`src/rtl/countdown_pkg.sv`:
```
// Shared types and constants for the countdown timer: FSM states, mode codes, presets.
// Latency: n/a (declarations and a pure function only).
// Backpressure: n/a.
package countdown_pkg;

    typedef enum logic [1:0] {
        ST_IDLE  = 2'd0,
        ST_RUN   = 2'd1,
        ST_PAUSE = 2'd2,
        ST_DONE  = 2'd3
    } state_t;

    // {c2,c1} switch codes
    localparam logic [1:0] MODE_5S  = 2'b00;
    localparam logic [1:0] MODE_30S = 2'b01;
    localparam logic [1:0] MODE_1M  = 2'b10;
    localparam logic [1:0] MODE_2M  = 2'b11;

    // Preset minutes/seconds per mode
    localparam logic [1:0] PRESET_MIN_5S  = 2'd0;
    localparam logic [5:0] PRESET_SEC_5S  = 6'd5;
    localparam logic [1:0] PRESET_MIN_30S = 2'd0;
    localparam logic [5:0] PRESET_SEC_30S = 6'd30;
    localparam logic [1:0] PRESET_MIN_1M  = 2'd1;
    localparam logic [5:0] PRESET_SEC_1M  = 6'd0;
    localparam logic [1:0] PRESET_MIN_2M  = 2'd2;
    localparam logic [5:0] PRESET_SEC_2M  = 6'd0;

    localparam logic [5:0] SEC_MAX = 6'd59;

    // Preset for a mode code, packed as {minutes, seconds}
    function automatic logic [7:0] preset_of(input logic [1:0] code);
        case (code)
            MODE_5S:  preset_of = {PRESET_MIN_5S,  PRESET_SEC_5S};
            MODE_30S: preset_of = {PRESET_MIN_30S, PRESET_SEC_30S};
            MODE_1M:  preset_of = {PRESET_MIN_1M,  PRESET_SEC_1M};
            default:  preset_of = {PRESET_MIN_2M,  PRESET_SEC_2M};
        endcase
    endfunction

endpackage

```
`src/rtl/tick_prescaler.sv`:
```
// 1 s tick generator: counts 0..CLK_HZ-1 while run, holds when idle, zeroes on clr.
// Latency: tick is combinational on the last count of each period.
// Backpressure: none; run/clr are level controls from the FSM.
module tick_prescaler
    import countdown_pkg::*;
#(
    parameter int CLK_HZ = 50_000_000
) (
    input  logic clk,
    input  logic rst,
    input  logic run,
    input  logic clr,
    output logic tick
);

    localparam int              CW  = (CLK_HZ > 1) ? $clog2(CLK_HZ) : 1;
    localparam logic [CW-1:0]   TOP = CW'(CLK_HZ - 1);

    logic [CW-1:0] cnt;

    assign tick = run && (cnt == TOP);

    // Period counter: wraps on tick, holds while paused, zeroed outside a count
    always_ff @(posedge clk) begin
        if (rst || clr) begin
            cnt <= '0;
        end else if (run) begin
            cnt <= tick ? '0 : cnt + 1'b1;
        end
    end

endmodule

```
`src/rtl/countdown_core.sv`:
```
// Countdown timer (5 s / 30 s / 1 min / 2 min) with start/pause/resume and clear; optional
// buzzer via COUNTDOWN_ALARM_EN. Latency: value, state and done update on the tick edge.
// Backpressure: none; start/clear are single-cycle pulses acted on the cycle they arrive.
module countdown_core
    import countdown_pkg::*;
#(
    parameter int CLK_HZ = 50_000_000
) (
    input  logic       clk,
    input  logic       rst,
    input  logic [1:0] mode,
    input  logic       start,
    input  logic       clear,
    output logic [1:0] minutes,
    output logic [5:0] seconds,
    output logic       running,
    output logic       expired,
    output logic       done,
    output logic       alarm
);

    state_t     state, state_nxt;
    logic [1:0] min_nxt, dec_min;
    logic [5:0] sec_nxt, dec_sec;
    logic [7:0] preset;
    logic       done_nxt;
    logic       tick;
    logic       presc_run, presc_clr;

    assign presc_run = (state == ST_RUN);
    assign presc_clr = (state == ST_IDLE) || (state == ST_DONE);

    tick_prescaler #(.CLK_HZ(CLK_HZ)) u_tick_prescaler (
        .clk  (clk),
        .rst  (rst),
        .run  (presc_run),
        .clr  (presc_clr),
        .tick (tick)
    );

    assign running = (state == ST_RUN);
    assign expired = (state == ST_DONE);

    // Value after one decrement, borrowing a minute when seconds are zero
    always_comb begin
        preset  = preset_of(mode);
        dec_min = minutes;
        dec_sec = seconds;
        if (seconds != 6'd0) begin
            dec_sec = seconds - 6'd1;
        end else if (minutes != 2'd0) begin
            dec_min = minutes - 2'd1;
            dec_sec = SEC_MAX;
        end
    end

    // Next state, next displayed value and done pulse
    always_comb begin
        state_nxt = state;
        min_nxt   = minutes;
        sec_nxt   = seconds;
        done_nxt  = 1'b0;
        if (clear) begin
            // clear beats start; reload immediately so the display never shows stale progress
            state_nxt          = ST_IDLE;
            {min_nxt, sec_nxt} = preset;
        end else begin
            case (state)
                ST_IDLE: begin
                    {min_nxt, sec_nxt} = preset;
                    if (start) state_nxt = ST_RUN;
                end
                ST_RUN: begin
                    if (tick) begin
                        min_nxt = dec_min;
                        sec_nxt = dec_sec;
                        if (dec_min == 2'd0 && dec_sec == 6'd0) begin
                            // final tick: a coincident start is dropped
                            state_nxt = ST_DONE;
                            done_nxt  = 1'b1;
                        end else if (start) begin
                            state_nxt = ST_PAUSE;
                        end
                    end else if (start) begin
                        state_nxt = ST_PAUSE;
                    end
                end
                ST_PAUSE: begin
                    if (start) state_nxt = ST_RUN;
                end
                ST_DONE: begin
                    if (start) state_nxt = ST_IDLE;
                end
                default: state_nxt = ST_IDLE;
            endcase
        end
    end

    // State, value and done registers
    always_ff @(posedge clk) begin
        if (rst) begin
            state   <= ST_IDLE;
            minutes <= PRESET_MIN_5S;
            seconds <= PRESET_SEC_5S;
            done    <= 1'b0;
        end else begin
            state   <= state_nxt;
            minutes <= min_nxt;
            seconds <= sec_nxt;
            done    <= done_nxt;
        end
    end

`ifdef COUNTDOWN_ALARM_EN
    localparam int            AW      = $clog2(3 * CLK_HZ + 1);
    localparam logic [AW-1:0] ALM_LEN = AW'(3 * CLK_HZ);

    logic [AW-1:0] alm_cnt;

    // Buzzer: on for three tick periods from DONE entry, off as soon as DONE is left
    always_ff @(posedge clk) begin
        if (rst || state_nxt != ST_DONE) begin
            alarm   <= 1'b0;
            alm_cnt <= '0;
        end else if (state != ST_DONE) begin
            alarm   <= 1'b1;
            alm_cnt <= AW'(1);
        end else if (alm_cnt < ALM_LEN) begin
            alarm   <= 1'b1;
            alm_cnt <= alm_cnt + 1'b1;
        end else begin
            alarm   <= 1'b0;
        end
    end
`else
    assign alarm = 1'b0;
`endif

endmodule

```
`config.mk`:
```
export PLATFORM = sky130hd
export DESIGN_NAME = countdown_core
export DESIGN_NICKNAME = d
export VERILOG_FILES = /design/src/rtl/countdown_pkg.sv /design/src/rtl/tick_prescaler.sv /design/src/rtl/countdown_core.sv
export SDC_FILE = /design/constraint.sdc
export NUM_CORES = 1
export LEC_CHECK = 0
export CORE_ASPECT_RATIO = 1.4
export CORE_MARGIN = 3
export CORE_UTILIZATION = 61
export DETAILED_ROUTE_END_ITERATION = 12
export PLACE_DENSITY = 0.83
export SLEW_MARGIN = 10
export SYNTH_ARGS = -nofsm -noshare
export SYNTH_HDL_FRONTEND = slang
export SYNTH_SLANG_ARGS = --single-unit
export TNS_END_PERCENT = 50
```
`constraint.sdc`:
```
create_clock -name clk -period 5.4 [get_ports clk]
set_input_delay 0.54 -clock clk [delete_from_list [all_inputs] [get_ports clk]]
set_output_delay 0.54 -clock clk [all_outputs]
set_load 0.02 [all_outputs]
```
### Word level (Yosys, flattened, before mapping)

Index checks and enable logic that the tools add are counted.
Widths: inputs -> output; s select.

* $add $sub $neg: 3
* eq/ne operators: 9
* muxes and demuxes: 19
* bitwise operators: 2
* reduce and logical (&&, ||, !) cells: 16

Operators with widths (number)
* $add 26x1->26 const B: 1
* $eq 26x26->1 const B: 1
* $mux 26: 1
* $mux 6: 4
* $pmux 8 s3: 1
* $mux 2: 9
* $pmux 6 s2: 1
* $eq 2x2->1 const B: 3
* $logic_not 2->1: 3
* $logic_not 6->1: 1
* $pmux 2 s3: 1
* $reduce_bool 6->1: 1
* $sub 6x1->6 const B: 1
* $eq 2x1->1 const B: 2
* $pmux 2 s2: 1
* $reduce_and 2->1: 2
* $reduce_or 2->1: 2
* $reduce_or 4->1: 1
* $ne 3x3->1 const B: 1
* $reduce_bool 3->1: 1
* $logic_and 1x1->1: 2
* $logic_or 1x1->1: 2
* $ne 2x1->1 const B: 1
* $ne 2x2->1 const B: 1
* 4 further kinds: 5

* register bits: 37
* word-level logic and storage cells: 54

### Longest topological paths before layout

* depth after elaboration: 8
* mapped depth: 8
* mapped depth without buffers: 7

### Cells and area by module

Synthesis repeated with hierarchy kept, for this count alone.

* cells, all modules: 261
* area, all modules: 2169.6 um^2

Modules (own cells, without submodules)
* tick_prescaler: instances 1, cells each 156, area each 1343.8 um^2
* countdown_core: instances 1, cells each 105, area each 825.8 um^2

### Least setup slack after synthesis

No wires, ideal clock.

* path type: register to register
* start point: register state[1]
* end point: register state[0]
* library setup time: 0.086 ns
* arrival: 2.226 ns
* path slack: 3.087 ns
* stages on the path, launching flop included: 8
* path buffers: 0
* path through: dfxtp_1 -> inv_1 -> ha_1 -> nand4_2 -> or3_4 -> or2_4 -> a2111o_1 -> a221oi_2

* word-level cells in the longest chain between the ends: 4
* elaborated cells between the ends (all ways): 11
* those cells by class: eq/ne: 5; mux: 2; reduce/logical: 4

RTL lines
* start, declared: line countdown_core.sv:22 `state_t state, state_nxt;`
* start signal, assigned: line countdown_core.sv:107 `state <= state_nxt;`
* $eq 2x1->1 *
* named net running: line countdown_core.sv:16 `output logic running,`
* $logic_and 1x1->1: line tick_prescaler.sv:21 `assign tick = run && (cnt == TOP);`
* $mux 2: line countdown_core.sv:74 `if (tick) begin`
* $pmux 2 s3 *: line countdown_core.sv:68 `case (state)`

Mark *: on every way through the listed nets, which the timed path passes. The rest lies on a longest branch.
A chain may end at the register's enable or synchronous reset.

### Worst setup path in the final report

* start point: register state[1]
* end point: register u_tick_prescaler.cnt[19]

* word-level cells in the longest chain between the ends: 3
* elaborated cells between the ends (all ways): 7
* those cells by class: eq/ne: 2; mux: 1; reduce/logical: 4

RTL lines
* $eq 2x1->1, or another cell as far along: line countdown_core.sv:30 `assign presc_run = (state == ST_RUN);`
* $logic_and 1x1->1 or $logic_or 1x1->1 (tied branches): line tick_prescaler.sv:21, countdown_core.sv:31
* $mux 26 or $logic_or 1x1->1 (tied branches): line tick_prescaler.sv:28, tick_prescaler.sv:25
* end signal, assigned: line tick_prescaler.sv:28 `cnt <= tick ? '0 : cnt + 1'b1;`
* end, declared: line tick_prescaler.sv:19 `logic [CW-1:0] cnt;`

Several ways; a longest one is shown, not always the timed one.

==> impl_metrics.tcl <==
set metrics [dict create \
    dieHeight_um 74.6 \
    wl_um 4500 \
    hp-start "u_tick_prescaler.cnt[0]$_SDFFE_PP0P_" \
    synthCells 250 \
    cts_resized 0 \
    cp-start-kind "flop" \
    synth_edf_count 0 \
    port_buffers 16 \
    crit_type "reg -> reg" \
    leakage_nw 0.729 \
    final_common_cell "nor2_1" \
    synthAdderAreaFrac 0.0428 \
    cp-end-kind "flop" \
    ys_seq_area_frac 0.362 \
    multi_input_area_mm2 0.00125 \
    maxCapViolations 0 \
    dieArea_mm2 0.00410 \
    first_pass_iters 4 \
    async_flop_share 0 \
    synthXorXnorAreaFrac 0.103 \
    drtIter0Drc 59 \
    globalplace.congestion 0.853 \
    critPathMaxFanout 24 \
    synth_compound_area_frac 0.125 \
    drc_errors 0 \
    final_layout_size_suffix_gt1_frac 0.0562 \
    grt_max_degree 25 \
    crit_family "simple AND/OR/NAND/NOR gates" \
    cts_tree "built" \
    final_nets 280 \
    tightest_slew_ns 0.893 \
    hold_end "u_tick_prescaler.cnt[0]$_SDFFE_PP0P_" \
    cts_setup_buffers 0 \
    synth_top_cell_area_share 0.362 \
    place_ws_ns 2.87 \
    slew_headroom 0.403 \
    min_period_ns 2.53 \
    reg2reg_to "u_tick_prescaler.cnt[19]$_SDFFE_PP0P_" \
    hp-class "reg -> reg" \
    worstPathRequired_ns 5.54 \
    synth-seq-cells 37 \
    grt_overflow 0 \
    r2r_setup_slack_ns 2.87 \
    fin_skew_ns 0.00881 \
    hpwl_um 3270 \
    grtUsageTotal 0.255 \
    nFillCells 282 \
    worst_r2r_path_depth 7 \
    synth_area_mm2 0.00205 \
    synthMuxAreaShare 0.00489 \
    avgSynthCellArea_um2 8.19 \
    syn_nets 263 \
    ys.flop_type "dfxtp_1" \
    fp.dieW_um 55.0 \
    avgViaCountPerCell 6.01 \
    mostFrequentLayoutCells "nor2_1 (39), dfxtp_1 (37), nand3_1 (22)" \
    yosysWarnings 0 \
    status "completed" \
    worstPathCellList "inv_1 > ha_1 > nand4_2 > or3_4 > or2_4 > nand3_1 > nor2_1" \
    wl_per_cell_um 14.7 \
    hold_depth 2 \
    grt_pass1_vias 1715 \
    core_mm2 0.00315 \
    timing.rr.start "state[1]$_SDFFE_PP0P_" \
    syn2layout_area_growth_pct 13.1 \
    yosysUniqueCellTypes 48 \
    clk_path_buf_depth 2 \
    slew_viol_final 0 \
    path_clk_slew_ns 0.07 \
    ir_worst_vdd_uv 207 \
    htreeDepth 2 \
    cts_root_buffer "clkbuf_8" \
    hold_buffers 0 \
    post-synth-top-area-cell "dfxtp_1" \
    p_per_area_mw_per_mm2 233 \
    crit_buf_inv 1 \
    fp-row-count 24 \
    max_stage_delay_ns 0.62 \
    io_pins 18 \
    rsz0062_at_grt "no" \
    grt_pass1_wl_um 7650 \
    hold_viol 0 \
    vias 1839 \
    initial_core_util 0.650 \
    drtAntennaViolNets 0 \
    clk_latency_ns 0.29 \
    yosys.area_share.simple 0.335 \
    fmax_ghz 0.396 \
    fin_ws_ns 2.87 \
    yosys-top-cells-area "dfxtp_1 (36%), nor2_1 (7.1%), xnor2_1 (6.4%)" \
    tns_ns 0 \
    synth_top_family_by_area "simple AND/OR/NAND/NOR gates" \
    cts.sinks 37 \
    arrival_ns 2.66 \
    seq_area_um2 741 \
    setup_viol 0 \
    fin_crit_sh 0.468 \
    critPathSlowestCell "nand3_1" \
    antenna_found_initial 0 \
    insertedDiodeCount 0 \
    numCtsBuffers 5 \
]
## state kept, by name (all words and copies together) (netlist names)
signal	cells
minutes	2
seconds	6
u_tick_prescaler.cnt	26
state	2
done	1
## worst min-delay path: cells and delay by family, from the launching register on
kind             cells  cell delay, ns
flip-flops           1            0.34
AO/OA/AOI/OAI        1            0.06
AND/OR/NAND/NOR      1            0.07
## layer usage
layer	global-route usage	share of wire
met5	0	0
met3	0.0601	0.038
met1	0.289	0.43
met4	0.0811	0.017
met2	0.457	0.52
## metrics by stage
stage          std cells  utilization  power [W]  hold WS [ns]  cell area (µm²)
3_5_place_dp         299        0.707   0.000349         0.494             2230
6_report             306        0.735   0.000539         0.510             2320
3_3_place_gp         299        0.707   0.000348         0.469             2230
2_1_floorplan        250            -   0.000328         0.450             2050
4_1_cts              306        0.735   0.000543         0.505             2320
5_1_grt              306        0.735   0.000559         0.548             2320
## how the worst max path moves through the flow
stage,start,end,slack [ns],cells past startpoint
after global placement,state[1]$_SDFFE_PP0P_,u_tick_prescaler.cnt[21]$_SDFFE_PP0P_,2.98,7
after global routing,state[1]$_SDFFE_PP0P_,u_tick_prescaler.cnt[3]$_SDFFE_PP0P_,2.68,7
after floorplan,state[1]$_SDFFE_PP0P_,state[0]$_SDFFE_PP0P_,3.09,7
final,state[1]$_SDFFE_PP0P_,u_tick_prescaler.cnt[19]$_SDFFE_PP0P_,2.87,7
after CTS,state[1]$_SDFFE_PP0P_,u_tick_prescaler.cnt[19]$_SDFFE_PP0P_,2.86,7
after detailed placement,state[1]$_SDFFE_PP0P_,u_tick_prescaler.cnt[19]$_SDFFE_PP0P_,2.87,7
## final cells by class
cell class / count / share of cell area
Timing Repair Buffer: 16 / 0.0692
Inverter: 7 / 0.0113
Clock buffer: 7 / 0.0373
Tap cell: 39 / 0.0211
Sequential cell: 37 / 0.320
Multi-Input combinational cell: 200 / 0.541
## cell families after synthesis
| family | count (synthesis) |
|---|---|
| other cells | 1 |
| fa+ha+maj | 7 |
| flops | 37 |
| mux | 1 |
| simple gates | 131 |
| compound gates | 36 |
| buf+inv | 13 |
| xor+xnor | 24 |
## where the power goes
group          leakage (nW)  switching (W)   total, W  internal (W)
clock network        0.0443      0.0000944   0.000196      0.000101
logic                 0.385      0.0000350  0.0000593     0.0000243
registers             0.299     0.00000754   0.000284      0.000277
## Yosys cell counts, types with 2 or more instances
cell,n
nor2_1,39
dfxtp_1,37
nand3_1,22
nand2_1,19
xnor2_1,15
nor3_1,12
xor2_1,9
a21oi_1,8
ha_1,7
inv_1,7
nor4_1,6
o21ai_0,6
clkbuf_1,4
a31oi_1,3
and3_1,3
and4_1,3
nand2b_1,3
nand4_1,3
nor2b_1,3
o211ai_1,3
o21a_1,3
a21o_1,2
a311oi_1,2
and4_2,2
nand3b_1,2
nand4_2,2
nor4bb_1,2
or3_1,2
or4_1,2
Note: power is estimated with default switching activity, not from simulation.
